[config.mk]
export PLATFORM = sky130hd
export DESIGN_NAME = nway_cache_control_flat
export DESIGN_NICKNAME = d
export VERILOG_FILES = /design/src/rtl/nway_cache_control_pkg.sv /design/src/rtl/nway_cache_control_if.sv /design/src/rtl/nway_cache_control_plru.sv /design/src/rtl/nway_cache_control.sv /design/src/flat_wrapper.sv
export SDC_FILE = /design/constraint.sdc
export NUM_CORES = 1
export LEC_CHECK = 0
export BUFFER_PORTS_ARGS = -buffer_cell sky130_fd_sc_hd__buf_2
export CAP_MARGIN = 40
export CORE_UTILIZATION = 25
export DETAILED_ROUTE_END_ITERATION = 10
export MAX_ROUTING_LAYER = met4
export PLACE_DENSITY_LB_ADDON = 0.3
export SYNTH_ARGS = -nofsm -noshare
export SYNTH_HDL_FRONTEND = slang
export SYNTH_SLANG_ARGS = --single-unit
export TNS_END_PERCENT = 50
[constraint.sdc]
create_clock -name clk -period 3.1 [get_ports clk]
set_input_delay 0.775 -clock clk [delete_from_list [all_inputs] [get_ports clk]]
set_output_delay 0.775 -clock clk [all_outputs]
set_load 0.03 [all_outputs]
[src/rtl/nway_cache_control_pkg.sv]
// ---------------------------------------------------------------------------
// cache_types: shared types for the N-way cache controller.
//   nway_cc_state_t   - controller FSM state
//   write_data_sel_t  - array write-data source (CPU store data / RAM line)
//   write_en_sel_t    - array byte-enable source (CPU enables / whole line)
//   ram_addr_sel_t    - RAM address source (CPU address / victim tag address)
// Every enum keeps its inactive choice at encoding 0, so an idle controller
// drives all-zero outputs.
// ---------------------------------------------------------------------------
package cache_types;

    typedef enum logic [2:0] {
        IDLE      = 3'd0,
        LOOKUP    = 3'd1,
        WRITEBACK = 3'd2,
        FETCH     = 3'd3,
        READWRITE = 3'd4
    } nway_cc_state_t;

    typedef enum logic {
        CPU_DATA = 1'b0,
        RAM_DATA = 1'b1
    } write_data_sel_t;

    typedef enum logic {
        CPU_EN = 1'b0,
        ALL_EN = 1'b1
    } write_en_sel_t;

    typedef enum logic {
        CPU_ADDR = 1'b0,
        TAG_ADDR = 1'b1
    } ram_addr_sel_t;

    localparam int PERF_W = 32;

endpackage

[src/rtl/nway_cache_control_if.sv]
// ---------------------------------------------------------------------------
// nway_cache_control_if: CPU request, datapath status/control and RAM
// handshake signals of the cache controller.
// Handshake semantics: mem_read/mem_write are held by the CPU until the
// single-cycle mem_resp; ram_read_i/ram_write_i are held by the controller
// until the RAM answers with ram_resp_o (a response in the first cycle of a
// request counts).
//   slave  - the controller side
//   master - the CPU / datapath / RAM side
// ---------------------------------------------------------------------------
interface nway_cache_control_if
    import cache_types::*;
#(
    parameter int WAYS = 4,
    parameter int SETS = 16
);
    localparam int IDX_W = $clog2(SETS);
    localparam int WAY_W = $clog2(WAYS);

    logic             mem_read;
    logic             mem_write;
    logic [IDX_W-1:0] set_idx;
    logic [WAYS-1:0]  hit_way;
    logic [WAYS-1:0]  valid_way;
    logic [WAYS-1:0]  dirty_way;
    logic             ram_resp_o;

    logic             mem_resp;
    logic [WAYS-1:0]  way_load;
    logic [WAY_W-1:0] way_idx;
    write_data_sel_t  write_data_sel;
    write_en_sel_t    write_en_sel;
    ram_addr_sel_t    ram_addr_sel;
    logic             valid;
    logic             dirty;
    logic             ram_read_i;
    logic             ram_write_i;

    modport slave (
        input  mem_read, mem_write, set_idx, hit_way, valid_way, dirty_way,
               ram_resp_o,
        output mem_resp, way_load, way_idx, write_data_sel, write_en_sel,
               ram_addr_sel, valid, dirty, ram_read_i, ram_write_i
    );

    modport master (
        output mem_read, mem_write, set_idx, hit_way, valid_way, dirty_way,
               ram_resp_o,
        input  mem_resp, way_load, way_idx, write_data_sel, write_en_sel,
               ram_addr_sel, valid, dirty, ram_read_i, ram_write_i
    );

endinterface

[src/rtl/nway_cache_control_plru.sv]
// ---------------------------------------------------------------------------
// plru_tree: combinational tree pseudo-LRU logic for one set.
//   tree       in  WAYS-1      current tree bits (node i -> children 2i+1, 2i+2)
//   access_way in  log2(WAYS)  way being accessed
//   victim     out log2(WAYS)  way the tree currently points at
//   tree_next  out WAYS-1      tree after an access to access_way
// A node bit of 0 points the victim into the lower half of its subtree.
// The victim index bits are exactly the directions taken, MSB first.
// ---------------------------------------------------------------------------
module plru_tree #(
    parameter int WAYS = 4
) (
    input  logic [WAYS-2:0]         tree,
    input  logic [$clog2(WAYS)-1:0] access_way,
    output logic [$clog2(WAYS)-1:0] victim,
    output logic [WAYS-2:0]         tree_next
);
    localparam int LOG = $clog2(WAYS);

    always_comb begin
        logic [LOG-1:0] node;
        logic           dir;
        node   = '0;
        dir    = 1'b0;
        victim = '0;
        for (int l = 0; l < LOG; l++) begin
            dir = tree[node];
            victim[LOG-1-l] = dir;
            // Wraps after the last level; that value is never used.
            node = node + node + LOG'(1) + LOG'(dir);
        end
    end

    always_comb begin
        logic [LOG-1:0] node;
        logic           dir;
        node      = '0;
        dir       = 1'b0;
        tree_next = tree;
        for (int l = 0; l < LOG; l++) begin
            dir = access_way[LOG-1-l];
            tree_next[node] = ~dir;  // point away from the accessed way
            node = node + node + LOG'(1) + LOG'(dir);
        end
    end

endmodule

[src/rtl/nway_cache_control.sv]
// ---------------------------------------------------------------------------
// nway_cache_control: controller for an N-way set-associative, write-back,
// write-allocate cache. Owns the per-set tree PLRU state; victims prefer the
// lowest-index invalid way, else the PLRU way.
// Ports:
//   clk, rst  clock; asynchronous active-high reset
//   bus       nway_cache_control_if.slave (CPU request, datapath, RAM)
//   state     current FSM state (debug observation)
//   perf_req, perf_hit, perf_wb  32-bit event counters, present only when
//             CACHE_PERF_CNT_EN is defined
// All outputs decode from the current state, so reset drops RAM requests
// immediately.
// ---------------------------------------------------------------------------
module nway_cache_control
    import cache_types::*;
#(
    parameter int WAYS = 4,
    parameter int SETS = 16
) (
    input  logic                clk,
    input  logic                rst,
    nway_cache_control_if.slave bus,
    output nway_cc_state_t      state
`ifdef CACHE_PERF_CNT_EN
    ,
    output logic [PERF_W-1:0]   perf_req,
    output logic [PERF_W-1:0]   perf_hit,
    output logic [PERF_W-1:0]   perf_wb
`endif
);
    localparam int WAY_W = $clog2(WAYS);

    nway_cc_state_t   state_q, state_d;
    logic [WAY_W-1:0] victim_q, victim_c, inv_idx, hit_idx, plru_vic, access_way;
    logic             any_inv, hit, req, is_write, victim_dirty, plru_we;
    logic [WAYS-1:0]  victim_oh;
    logic [WAYS-2:0]  plru_q [SETS];
    logic [WAYS-2:0]  tree_cur, tree_nx;

    assign state    = state_q;
    assign hit      = |bus.hit_way;
    assign req      = bus.mem_read | bus.mem_write;
    assign is_write = bus.mem_write;  // read+write together acts as a write
    assign tree_cur = plru_q[bus.set_idx];

    always_comb begin
        inv_idx = '0;
        any_inv = 1'b0;
        for (int i = WAYS - 1; i >= 0; i--) begin
            if (!bus.valid_way[i]) begin
                inv_idx = WAY_W'(i);
                any_inv = 1'b1;
            end
        end
        hit_idx = '0;
        for (int i = 0; i < WAYS; i++) begin
            if (bus.hit_way[i]) hit_idx = hit_idx | WAY_W'(i);
        end
    end

    assign victim_c     = any_inv ? inv_idx : plru_vic;
    // A dirty bit on an invalid way carries no data worth writing back.
    assign victim_dirty = bus.dirty_way[victim_c] & bus.valid_way[victim_c];
    assign victim_oh    = {{(WAYS-1){1'b0}}, 1'b1} << victim_q;

    assign access_way = (state_q == READWRITE) ? victim_q : hit_idx;
    assign plru_we    = ((state_q == LOOKUP) && hit) || (state_q == READWRITE);

    plru_tree #(.WAYS(WAYS)) u_plru (
        .tree       (tree_cur),
        .access_way (access_way),
        .victim     (plru_vic),
        .tree_next  (tree_nx)
    );

    always_ff @(posedge clk or posedge rst) begin
        if (rst) begin
            state_q  <= IDLE;
            victim_q <= '0;
            for (int s = 0; s < SETS; s++) plru_q[s] <= '0;
        end else begin
            state_q <= state_d;
            if ((state_q == LOOKUP) && !hit) victim_q <= victim_c;
            if (plru_we) plru_q[bus.set_idx] <= tree_nx;
        end
    end

    always_comb begin
        state_d            = state_q;
        bus.mem_resp       = 1'b0;
        bus.way_load       = '0;
        bus.way_idx        = '0;
        bus.write_data_sel = CPU_DATA;
        bus.write_en_sel   = CPU_EN;
        bus.ram_addr_sel   = CPU_ADDR;
        bus.valid          = 1'b0;
        bus.dirty          = 1'b0;
        bus.ram_read_i     = 1'b0;
        bus.ram_write_i    = 1'b0;
        case (state_q)
            IDLE: begin
                if (req) state_d = LOOKUP;
            end
            LOOKUP: begin
                if (hit) begin
                    bus.mem_resp = 1'b1;
                    bus.way_idx  = hit_idx;
                    if (is_write) begin
                        bus.way_load = bus.hit_way;
                        bus.valid    = 1'b1;
                        bus.dirty    = 1'b1;
                    end
                    state_d = IDLE;
                end else begin
                    state_d = victim_dirty ? WRITEBACK : FETCH;
                end
            end
            WRITEBACK: begin
                bus.way_idx      = victim_q;
                bus.ram_addr_sel = TAG_ADDR;
                bus.ram_write_i  = 1'b1;
                if (bus.ram_resp_o) state_d = FETCH;
            end
            FETCH: begin
                bus.ram_read_i     = 1'b1;
                bus.way_load       = victim_oh;
                bus.write_data_sel = RAM_DATA;
                bus.write_en_sel   = ALL_EN;
                bus.valid          = 1'b1;
                if (bus.ram_resp_o) state_d = READWRITE;
            end
            READWRITE: begin
                bus.mem_resp = 1'b1;
                bus.way_idx  = victim_q;
                if (is_write) begin
                    bus.way_load = victim_oh;
                    bus.valid    = 1'b1;
                    bus.dirty    = 1'b1;
                end
                state_d = IDLE;
            end
            default: state_d = IDLE;
        endcase
    end

`ifdef CACHE_PERF_CNT_EN
    always_ff @(posedge clk or posedge rst) begin
        if (rst) begin
            perf_req <= '0;
            perf_hit <= '0;
            perf_wb  <= '0;
        end else begin
            if ((state_q == IDLE) && req) perf_req <= perf_req + 1'b1;
            if ((state_q == LOOKUP) && hit) perf_hit <= perf_hit + 1'b1;
            if ((state_q == LOOKUP) && !hit && victim_dirty) perf_wb <= perf_wb + 1'b1;
        end
    end
`endif

    a_hit_onehot: assert property (@(posedge clk) disable iff (rst)
        (state_q == LOOKUP) |-> $onehot0(bus.hit_way));

endmodule

[src/flat_wrapper.sv]
// flat-port wrapper written by rule: the top's interface ports become plain ports
module nway_cache_control_flat import cache_types::*;
#(
    parameter int WAYS = 4,
    parameter int SETS = 16
)
  (clk, rst, state, bus_mem_read, bus_mem_write, bus_set_idx, bus_hit_way, bus_valid_way, bus_dirty_way, bus_ram_resp_o, bus_mem_resp, bus_way_load, bus_way_idx, bus_write_data_sel, bus_write_en_sel, bus_ram_addr_sel, bus_valid, bus_dirty, bus_ram_read_i, bus_ram_write_i);
  nway_cache_control_if #(.WAYS(WAYS), .SETS(SETS)) bus_i ();
  input  logic clk;
  input  logic rst;
  output nway_cc_state_t state;
  input wire logic [$bits(bus_i.mem_read)-1:0] bus_mem_read;
  input wire logic [$bits(bus_i.mem_write)-1:0] bus_mem_write;
  input wire logic [$bits(bus_i.set_idx)-1:0] bus_set_idx;
  input wire logic [$bits(bus_i.hit_way)-1:0] bus_hit_way;
  input wire logic [$bits(bus_i.valid_way)-1:0] bus_valid_way;
  input wire logic [$bits(bus_i.dirty_way)-1:0] bus_dirty_way;
  input wire logic [$bits(bus_i.ram_resp_o)-1:0] bus_ram_resp_o;
  output wire logic [$bits(bus_i.mem_resp)-1:0] bus_mem_resp;
  output wire logic [$bits(bus_i.way_load)-1:0] bus_way_load;
  output wire logic [$bits(bus_i.way_idx)-1:0] bus_way_idx;
  output wire logic [$bits(bus_i.write_data_sel)-1:0] bus_write_data_sel;
  output wire logic [$bits(bus_i.write_en_sel)-1:0] bus_write_en_sel;
  output wire logic [$bits(bus_i.ram_addr_sel)-1:0] bus_ram_addr_sel;
  output wire logic [$bits(bus_i.valid)-1:0] bus_valid;
  output wire logic [$bits(bus_i.dirty)-1:0] bus_dirty;
  output wire logic [$bits(bus_i.ram_read_i)-1:0] bus_ram_read_i;
  output wire logic [$bits(bus_i.ram_write_i)-1:0] bus_ram_write_i;
  assign bus_i.mem_read = bus_mem_read;
  assign bus_i.mem_write = bus_mem_write;
  assign bus_i.set_idx = bus_set_idx;
  assign bus_i.hit_way = bus_hit_way;
  assign bus_i.valid_way = bus_valid_way;
  assign bus_i.dirty_way = bus_dirty_way;
  assign bus_i.ram_resp_o = bus_ram_resp_o;
  assign bus_mem_resp = bus_i.mem_resp;
  assign bus_way_load = bus_i.way_load;
  assign bus_way_idx = bus_i.way_idx;
  assign bus_write_data_sel = bus_i.write_data_sel;
  assign bus_write_en_sel = bus_i.write_en_sel;
  assign bus_ram_addr_sel = bus_i.ram_addr_sel;
  assign bus_valid = bus_i.valid;
  assign bus_dirty = bus_i.dirty;
  assign bus_ram_read_i = bus_i.ram_read_i;
  assign bus_ram_write_i = bus_i.ram_write_i;
  nway_cache_control #(.WAYS(WAYS), .SETS(SETS)) u_core (.clk(clk), .rst(rst), .bus(bus_i), .state(state));
endmodule
==> results.json, run 1 <==
{
  "status": "completed",
  "critPathLaunchType": "primary input",
  "worstMarginPinSlew_ns": 0.505,
  "htreeDepth": 2,
  "clkPwrFrac": 0.218,
  "clockBufferDepth": 2,
  "vias_per_cell": 4.87,
  "slowest_delay_ns": 0.56,
  "grt_pass1_vias": 2081,
  "dpl_cell_area_um2": 3270,
  "hold_buffers": 0,
  "hold_slack_ns": 0.496,
  "max_freq_mhz": 330,
  "core_region_area_um2": 11100,
  "end_kind": "primary output",
  "r2r_end": "u_core.plru_q[24]",
  "drt_wl_total_um": 6660,
  "drv_slew": 0,
  "power_frac_seq": 0.423,
  "leakage_nw": 1.65,
  "yosys.area.top_type": "dfrtp_1",
  "drc": 0,
  "fin_crit_ns": 3.03,
  "clock_latency_ns": 0.30,
  "synth_area_um2": 2900,
  "ys_warn_count": 0,
  "pwr-share-comb": 0.359,
  "rr_worst_depth": 7,
  "drt_first_pass_iters": 4,
  "grt_pass1_wl_um": 10700,
  "min_period_over_period": 0.978,
  "fin_tns_setup_ns": 0,
  "max_cap_viol_count": 0,
  "layout.nets": 307,
  "fp.dieW_um": 110,
  "startpoint": "bus_hit_way[0]",
  "row_count": 38,
  "cts_tree": "yes",
  "finalPower_mw": 2.67,
  "rsz0062_at_grt": "false",
  "worst_ir_drop_vdd_mv": 0.365,
  "grt_usage": 0.123,
  "slew_headroom": 0.661,
  "cp_cell_sequence": "buf_2, or4_4, a21oi_4, nor2_2, and2_4, or2_2, buf_6",
  "synth_edf_count": 0,
  "synth-main-ff-cell": "dfrtp_1",
  "synth_cell_types": 44,
  "antenna_found_initial": 0,
  "p_int_mw": 1.75,
  "endpoint": "bus_valid",
  "grt_max_degree": 25,
  "antenna_cells": 0,
  "drtAntennaViolNets": 0,
  "start_util": 0.262,
  "switching_power_mw": 0.918,
  "layout_common_cells": "mux2_2 (53), dfrtp_1 (53), buf_2 (36)",
  "p_sw_frac": 0.344,
  "power_density_nw_per_um2": 774,
  "timing.rr.start": "u_core.state[0]",
  "critPathArrivalTime_ns": 2.26,
  "fin_area_um2": 3440,
  "vias": 2080,
  "die_area_um2": 12000,
  "finalHoldViolCount": 0,
  "hold_path_class": "primary input to async pin",
  "r2r_slack_ns": 0.65,
  "synth_area_per_cell_um2": 11.9,
  "syn_inst": 243,
  "cts.sinks": 53,
  "ys_ff_latch": 53,
  "place_congestion": 0.809,
  "dp_hpwl_um": 5050,
  "drive_gt1_frac": 0.439,
  "synth_nets": 264,
  "ys_seq_area_frac": 0.457,
  "syn2layout_area_growth_pct": 18.7,
  "slowest_stage": "or4_4",
  "synth_area_leaders": "dfrtp_1 (46%), mux2_2 (21%), mux4_1 (4.5%), mux4_2 (3.9%), nand2_1 (3.1%)",
  "crit_fanout": 2,
  "required_ns": 2.32,
  "synth_top_area_share": 0.457,
  "cts.clk_slew.worst_paths_ns": 0.08,
  "port-buffer-count": 37,
  "finalSetupViolCount": 0,
  "ios": 38,
  "cts_buffers": 5,
  "die_h_um": 110,
  "root_buffer": "clkbuf_16",
  "synthArstFlopShare": 1.00,
  "overflow": 0,
  "detail_route.wl_per_cell_um": 15.6,
  "detail_route.iter0.violations": 111,
  "clock-skew-final_ns": 0.00952,
  "critPathKind": "primary input to primary output"
}
[cell type report]
class / count / area, µm²
clock buffers: 5 / 125
clock inverters: 3 / 28.8
fillers: 1141 / 7630
inverters: 6 / 22.5
multi-input cells: 170 / 1480
flip-flops and latches: 53 / 1330
well taps: 140 / 175
repair buffers: 50 / 289
[stage by stage]
stage          utilization  cells  worst slack (ns)
2_1_floorplan            -    243            0.0548
5_1_grt              0.311    427            0.0203
6_report             0.311    427            0.0672
3_5_place_dp         0.295    418            0.0130
3_3_place_gp         0.295    418            0.0627
4_1_cts              0.309    426           0.00710
[cells by family (layout without fill, tap and decap cells)]
logic type      after synthesis  count (layout)  share of synthesized area
flops                        53              53                      0.457
simple gates                 73              73                      0.125
mux                          66              66                      0.300
buf+inv                      20              64                     0.0423
xor+xnor                      1               1                    0.00302
compound gates               30              30                     0.0729
[Yosys cell counts, drive strengths merged, types with 2 or more instances]
master and instances:
a21oi 6, a221oi 2, a22o 3, and2 4
buf 9, clkbuf 5, dfrtp 53, inv 6
mux2 53, mux2i 3, mux4 10, nand2 24
nand2b 4, nand3 6, nor2 15, nor2b 5
nor3 5, nor3b 3, o21ai 8, o31ai 2
[repair_timing]
item | 4_1_cts | 5_1_grt
gates resized for setup | 0 | 5
hold endpoints to repair | 0 | 0
setup endpoints to repair | 0 | 1
setup buffers | 0 | 1
[power by group through the flow]
| stage | sequential (mW) | combinational [mW] | clock (mW) |
|---|---|---|---|
| detailed placement | 1.15 | 0.939 | 0 |
| global placement | 1.13 | 0.924 | 0 |
| floorplan | 1.08 | 0.740 | 0 |
| CTS | 1.13 | 0.941 | 0.597 |
| global route | 1.16 | 1.05 | 0.626 |
| finish | 1.13 | 0.957 | 0.582 |
[metal layers]
metal	vias up	GRT usage	routed length (µm)
li1	973	-	-
met1	1030	0.155	3130
met2	71	0.198	3080
met3	6	0.0249	378
met4	0	0.0371	78
met5	-	-	0
[worst max-delay path: cells and delay by family]
family	cells	cell delay [ns]
AO/OA/AOI/OAI	1	0.18
AND/OR/NAND/NOR	4	1.06
buffers and inverters	2	0.25
[worst min path at each step]
| stage | start | endpoint | cells after the start |
|---|---|---|---|
| after floorplan | u_core.plru_q[20] | u_core.plru_q[20] | 1 |
| final | rst | u_core.plru_q[43] | 2 |
| after global routing | u_core.plru_q[47] | u_core.plru_q[47] | 1 |
| after global placement | u_core.plru_q[2] | u_core.plru_q[2] | 1 |
| after CTS | u_core.plru_q[47] | u_core.plru_q[47] | 1 |
| after detailed placement | u_core.plru_q[47] | u_core.plru_q[47] | 1 |
[registers in the layout (all words and copies together), names as in the netlist]
name and count:
u_core.plru_q 48, u_core.state 3, u_core.victim_q 2
(Power assumes the default switching activity.)
==> run 2: changes to the inputs <==
--- a/config.mk
+++ b/config.mk
@@ -9,7 +9,6 @@
 export CAP_MARGIN = 40
 export CORE_UTILIZATION = 25
 export DETAILED_ROUTE_END_ITERATION = 10
-export MAX_ROUTING_LAYER = met4
 export PLACE_DENSITY_LB_ADDON = 0.3
 export SYNTH_ARGS = -nofsm -noshare
 export SYNTH_HDL_FRONTEND = slang
==> run 2 against run 1 <==
Non-clock buffer count did not move. Setup slack improved by 0.00053 ns. Flip-flop and latch count did not move. Final area did not move. Via count fell by 0.38%. Routed wire length fell by 0.12%. Count of clock-buffer cells in the layout did not move. Critical path type unchanged. Critical endpoint unchanged. Largest power group unchanged. Highest routed layer unchanged.
==> results.json, run 2 (synthesis gave the netlist of run 1 again) <==
{
  "status": "completed",
  "vias": 2072,
  "slowest_stage": "or4_4",
  "slowest_delay_ns": 0.56,
  "grt_pass1_vias": 2086,
  "max_freq_mhz": 330,
  "critPathArrivalTime_ns": 2.26,
  "clockBufferDepth": 2,
  "hold_path_class": "primary input to async pin",
  "crit_buf_inv": 2,
  "leakage_nw": 1.65,
  "required_ns": 2.32,
  "detail_route.iter0.violations": 111,
  "finalHoldViolCount": 0,
  "drt_wl_total_um": 6650,
  "row_count": 38,
  "overflow": 0,
  "place_congestion": 0.798,
  "cts.clk_slew.worst_paths_ns": 0.08,
  "layout.nets": 307,
  "drt_first_pass_iters": 4,
  "root_buffer": "clkbuf_16",
  "crit_fanout": 2,
  "grt_usage": 0.119,
  "dp_hpwl_um": 5050,
  "drive_gt1_frac": 0.439,
  "min_period_over_period": 0.978,
  "rr_worst_depth": 7,
  "cp_cell_sequence": "buf_2, or4_4, a21oi_4, nor2_2, and2_4, or2_2, buf_6",
  "finalSetupViolCount": 0,
  "cts_buffers": 5,
  "fin_ws_ns": 0.0677,
  "largest_register_ffs": 48,
  "cts_tree": "yes",
  "critical-path-top-delay-family": "simple AND/OR/NAND/NOR gates",
  "cp_num_cells": 7,
  "fin_tns_setup_ns": 0,
  "critPathKind": "primary input to primary output",
  "ios": 38,
  "clock-skew-final_ns": 0.00998,
  "power_density_nw_per_um2": 774,
  "fin_crit_ns": 3.03,
  "top_register": "u_core.plru_q",
  "finalNonFillerCells": 427,
  "vias_per_cell": 4.85,
  "core_region_area_um2": 11100,
  "die_h_um": 110,
  "grt_max_degree": 25,
  "antenna_cells": 0,
  "max_cap_viol_count": 0,
  "syn2layout_area_growth_pct": 18.7,
  "start_util": 0.262,
  "slew_headroom": 0.661,
  "grt_pass1_wl_um": 10700,
  "end_kind": "primary output",
  "place_worst_setup_slack_ns": 0.0130,
  "dpl.cell_count": 418,
  "drtAntennaViolNets": 0,
  "hold_buffers": 0,
  "drv_slew": 0,
  "die_area_um2": 12000,
  "worst_ir_drop_vdd_mv": 0.365,
  "rsz0062_at_grt": "false",
  "detail_route.wl_per_cell_um": 15.6,
  "fp.dieW_um": 110,
  "drc": 0,
  "layout_common_cells": "mux2_2 (53), dfrtp_1 (53), buf_2 (36)",
  "cts.sinks": 53,
  "antenna_found_initial": 0,
  "clock_latency_ns": 0.30,
  "worstMarginPinSlew_ns": 0.505,
  "port-buffer-count": 37,
  "htreeDepth": 2,
  "critPathLaunchType": "primary input"
}
-- run 2: worst reg2reg max path, delay by kind of cell, from the launching register on --
kind                   cells  cell delay [ns]
AND/OR/NAND/NOR            3             1.07
flip-flops                 1             0.58
AO/OA/AOI/OAI              1             0.10
buffers and inverters      2             0.27
multiplexers               1             0.34
-- run 2: path summary, 6_finish.rpt --
check	from	end	slack, ns
max	bus_hit_way[0]	bus_valid	0.07
min	rst	u_core.plru_q[43]	0.50
max reg2reg	u_core.state[0]	u_core.plru_q[24]	0.64
min reg2reg	u_core.plru_q[35]	u_core.plru_q[35]	0.50
max in group asynchronous	rst	u_core.plru_q[1]	1.95
min in group clk	u_core.plru_q[35]	u_core.plru_q[35]	0.50
-- run 2: power breakdown --
| group | internal (mW) | switching, mW |
|---|---|---|
| clock | 0.310 | 0.272 |
| combinational | 0.484 | 0.473 |
| sequential | 0.956 | 0.172 |
| total | 1.75 | 0.916 |
-- run 2: per-stage QoR --
stage	power, mW	cell area, µm²	hold slack (ns)	util
6_report	2.67	3440	0.496	0.311
5_1_grt	2.84	3440	0.509	0.311
4_1_cts	2.67	3420	0.504	0.309
3_5_place_dp	2.08	3270	0.486	0.295
3_3_place_gp	2.06	3270	0.480	0.295
2_1_floorplan	1.82	2910	0.470	-
-- run 2: metal layers --
layer,up-vias,part of all wire,GRT usage
met3,6,0.054,0.0261
met1,1034,0.47,0.154
met4,0,0.012,0.0371
li1,973,-,-
met2,59,0.46,0.199
met5,-,0,0
-- run 2: repair_timing --
action	CTS	global route
setup endpoints to repair	0	1
hold endpoints to repair	0	0
resized for setup	0	5
setup buffers	0	1
-- run 2: layout make-up --
cell class                 count  area (µm²)
clock buffer                   5         125
clock inverter                 3        28.8
fill                        1141        7630
inverter                       6        22.5
multi-input combinational    170        1480
sequential                    53        1330
tap                          140         175
timing repair buffer          50         289
==> run 3: changes to the inputs <==
--- a/config.mk
+++ b/config.mk
@@ -5,6 +5,7 @@
 export SDC_FILE = /design/constraint.sdc
 export NUM_CORES = 1
 export LEC_CHECK = 0
+export ABC_AREA = 1
 export BUFFER_PORTS_ARGS = -buffer_cell sky130_fd_sc_hd__buf_2
 export CAP_MARGIN = 40
 export CORE_UTILIZATION = 25
==> run 3 against run 2 <==
Clock power down 4.8%. Global-route usage up 1.0 points. Highest routed layer unchanged. Register-to-register slack better by 0.58 ns. Via count up 29%. Non-clock buffer count down 5. Routed wire length up 12%. First-iteration DRC count up 36%. Critical path depth up 2. Utilization down 1.1 points. Flip-flop and latch count unchanged.
==> results.json, run 3 <==
{
  "grt_pass1_vias": 2482,
  "drt_first_pass_iters": 4,
  "final_common_cell": "nand2_1",
  "row_count": 39,
  "drt_wl_total_um": 7480,
  "start_util": 0.257,
  "port-buffer-count": 37,
  "cts.clk_slew.worst_paths_ns": 0.07,
  "drv_slew": 0,
  "drc": 0,
  "synth_cell_types": 17,
  "cts_buffers": 5,
  "detail_route.wl_per_cell_um": 12.0,
  "finalHoldViolCount": 0,
  "fin_crit_ns": 2.76,
  "finalSetupViolCount": 0,
  "synthArstFlopShare": 1.00,
  "synth_area_leaders": "dfrtp_1 (45%), nand2_1 (25%), o21ai_0 (6.5%), nor2_1 (5.1%), inv_1 (4.5%)",
  "status": "completed",
  "antenna_found_initial": 0,
  "hold_path_class": "primary input to async pin",
  "yosysMostFrequentCell": "nand2_1",
  "fillers": 1286,
  "root_buffer": "clkbuf_16",
  "regArea_um2": 1330,
  "die_h_um": 110,
  "r2r_slack_ns": 1.22,
  "cts.sinks": 53,
  "detail_route.iter0.violations": 151,
  "critPathLaunchType": "primary input",
  "ys_warn_count": 0,
  "rsz0062_at_grt": "false",
  "drtAntennaViolNets": 0,
  "synth_nets": 461,
  "ctsResizeCount": 0,
  "syn2layout_area_growth_pct": 17.0,
  "clockBufferDepth": 2,
  "worstMarginPinSlew_ns": 0.462,
  "vias": 2682,
  "grt_pass1_wl_um": 12100,
  "grt_max_degree": 25,
  "drive_gt1_frac": 0.148,
  "fin_ws_ns": 0.340,
  "synth_edf_count": 0,
  "startpoint": "bus_hit_way[3]",
  "vias_per_cell": 4.30,
  "top_register": "u_core.plru_q",
  "multi_input_area_um2": 1330,
  "largest_register_ffs": 48,
  "syn_inst": 440,
  "place_congestion": 0.809,
  "synth-main-ff-cell": "dfrtp_1",
  "synth_area_um2": 2930,
  "timing.rr.start": "u_core.state[2]",
  "clock_latency_ns": 0.29,
  "worst_ir_drop_vdd_mv": 0.293,
  "layout.nets": 501,
  "antenna_cells": 0,
  "end_kind": "primary output",
  "cts_setup_buffers": 0,
  "ys_seq_area_frac": 0.453,
  "critPathKind": "primary input to primary output",
  "slew_headroom": 0.692,
  "power_density_nw_per_um2": 829,
  "synth_top_area_share": 0.453,
  "ios": 38,
  "min_period_over_period": 0.890,
  "critPathArrivalTime_ns": 1.99,
  "layout_common_cells": "nand2_1 (195), dfrtp_1 (53), nor2_1 (40)",
  "leakage_nw": 1.80,
  "hold_slack_ns": 0.488,
  "yosys.area.top_type": "dfrtp_1",
  "crit_fanout": 5,
  "hold_buffers": 0,
  "core_region_area_um2": 11400,
  "place_worst_setup_slack_ns": 0.250,
  "overflow": 0,
  "required_ns": 2.32,
  "die_area_um2": 12200,
  "cts_tree": "yes",
  "grt_usage": 0.129,
  "fp.dieW_um": 110,
  "max_freq_mhz": 362,
  "htreeDepth": 2,
  "fin_tns_setup_ns": 0,
  "synth_common_cells": "nand2_1 (195), dfrtp_1 (53), nor2_1 (40), o21ai_0 (38), inv_1 (35)",
  "max_cap_viol_count": 0,
  "synth_area_per_cell_um2": 6.66,
  "clock-skew-final_ns": 0.00385,
  "dp_hpwl_um": 5580,
  "ys_ff_latch": 53
}
## run 3: cell types whose count changed after synthesis, sizes merged, moves of 4 or more
| cell | delta |
|---|---|
| nand2 | +171 |
| mux2 | -53 |
| o21ai | +52 |
| inv | +47 |
| nor2 | +25 |
| nand3 | +12 |
| mux4 | -10 |
| nor2b | -5 |
| a21oi | -4 |
| and2 | -4 |
| nand2b | -4 |
## run 3: routing by layer
layer  GRT usage  up-vias  wire length [µm]
li1            -     1437                 -
met1       0.175     1212              3690
met2       0.213       31              3530
met3      0.0265        2               215
met4      0.0282        0                38
met5           0        -                 0
## run 3: layout make-up
type	instances	share of cell area
timing repair buffer	45	0.0716
multi-input combinational	322	0.389
tap	143	0.0522
sequential	53	0.387
clock buffer	7	0.0416
inverter	53	0.0581
## run 3: worst paths after layout
path                                          end  depth (start not counted)
worst max-delay path                 bus_mem_resp                          9
worst min-delay path            u_core.plru_q[13]                          2
worst max register to register  u_core.plru_q[33]                          9
worst min register to register  u_core.plru_q[30]                          2
max in group asynchronous       u_core.plru_q[34]                          3
min in group clk                u_core.plru_q[30]                          2
## run 3: critical path, stage by stage
cell     delay [ns]
buf_2          0.12
nor2_1         0.13
inv_1          0.07
nor3_1         0.15
inv_1          0.08
a21oi_1        0.24
buf_4          0.20
inv_2          0.05
buf_2          0.17
## run 3: cell families after synthesis
logic type             synth area share
AND/OR/NAND/NOR                   0.337
AO/OA/AOI/OAI                     0.118
buffers and inverters            0.0918
flip-flops                        0.453
## run 3: metrics by stage
stage          instances  area [µm²]  utilization  total power [mW]
2_1_floorplan        440        2930            -              1.95
3_3_place_gp         615        3280        0.287              2.29
3_5_place_dp         616        3280        0.288              2.30
4_1_cts              623        3430        0.300              2.87
5_1_grt              623        3430        0.300              3.08
6_report             623        3430        0.300              2.84
## run 3: report_power, final
group	switching, mW	total, mW	internal, mW
logic	0.741	1.12	0.375
registers	0.191	1.17	0.978
clock network	0.236	0.554	0.318
total	1.17	2.84	1.67
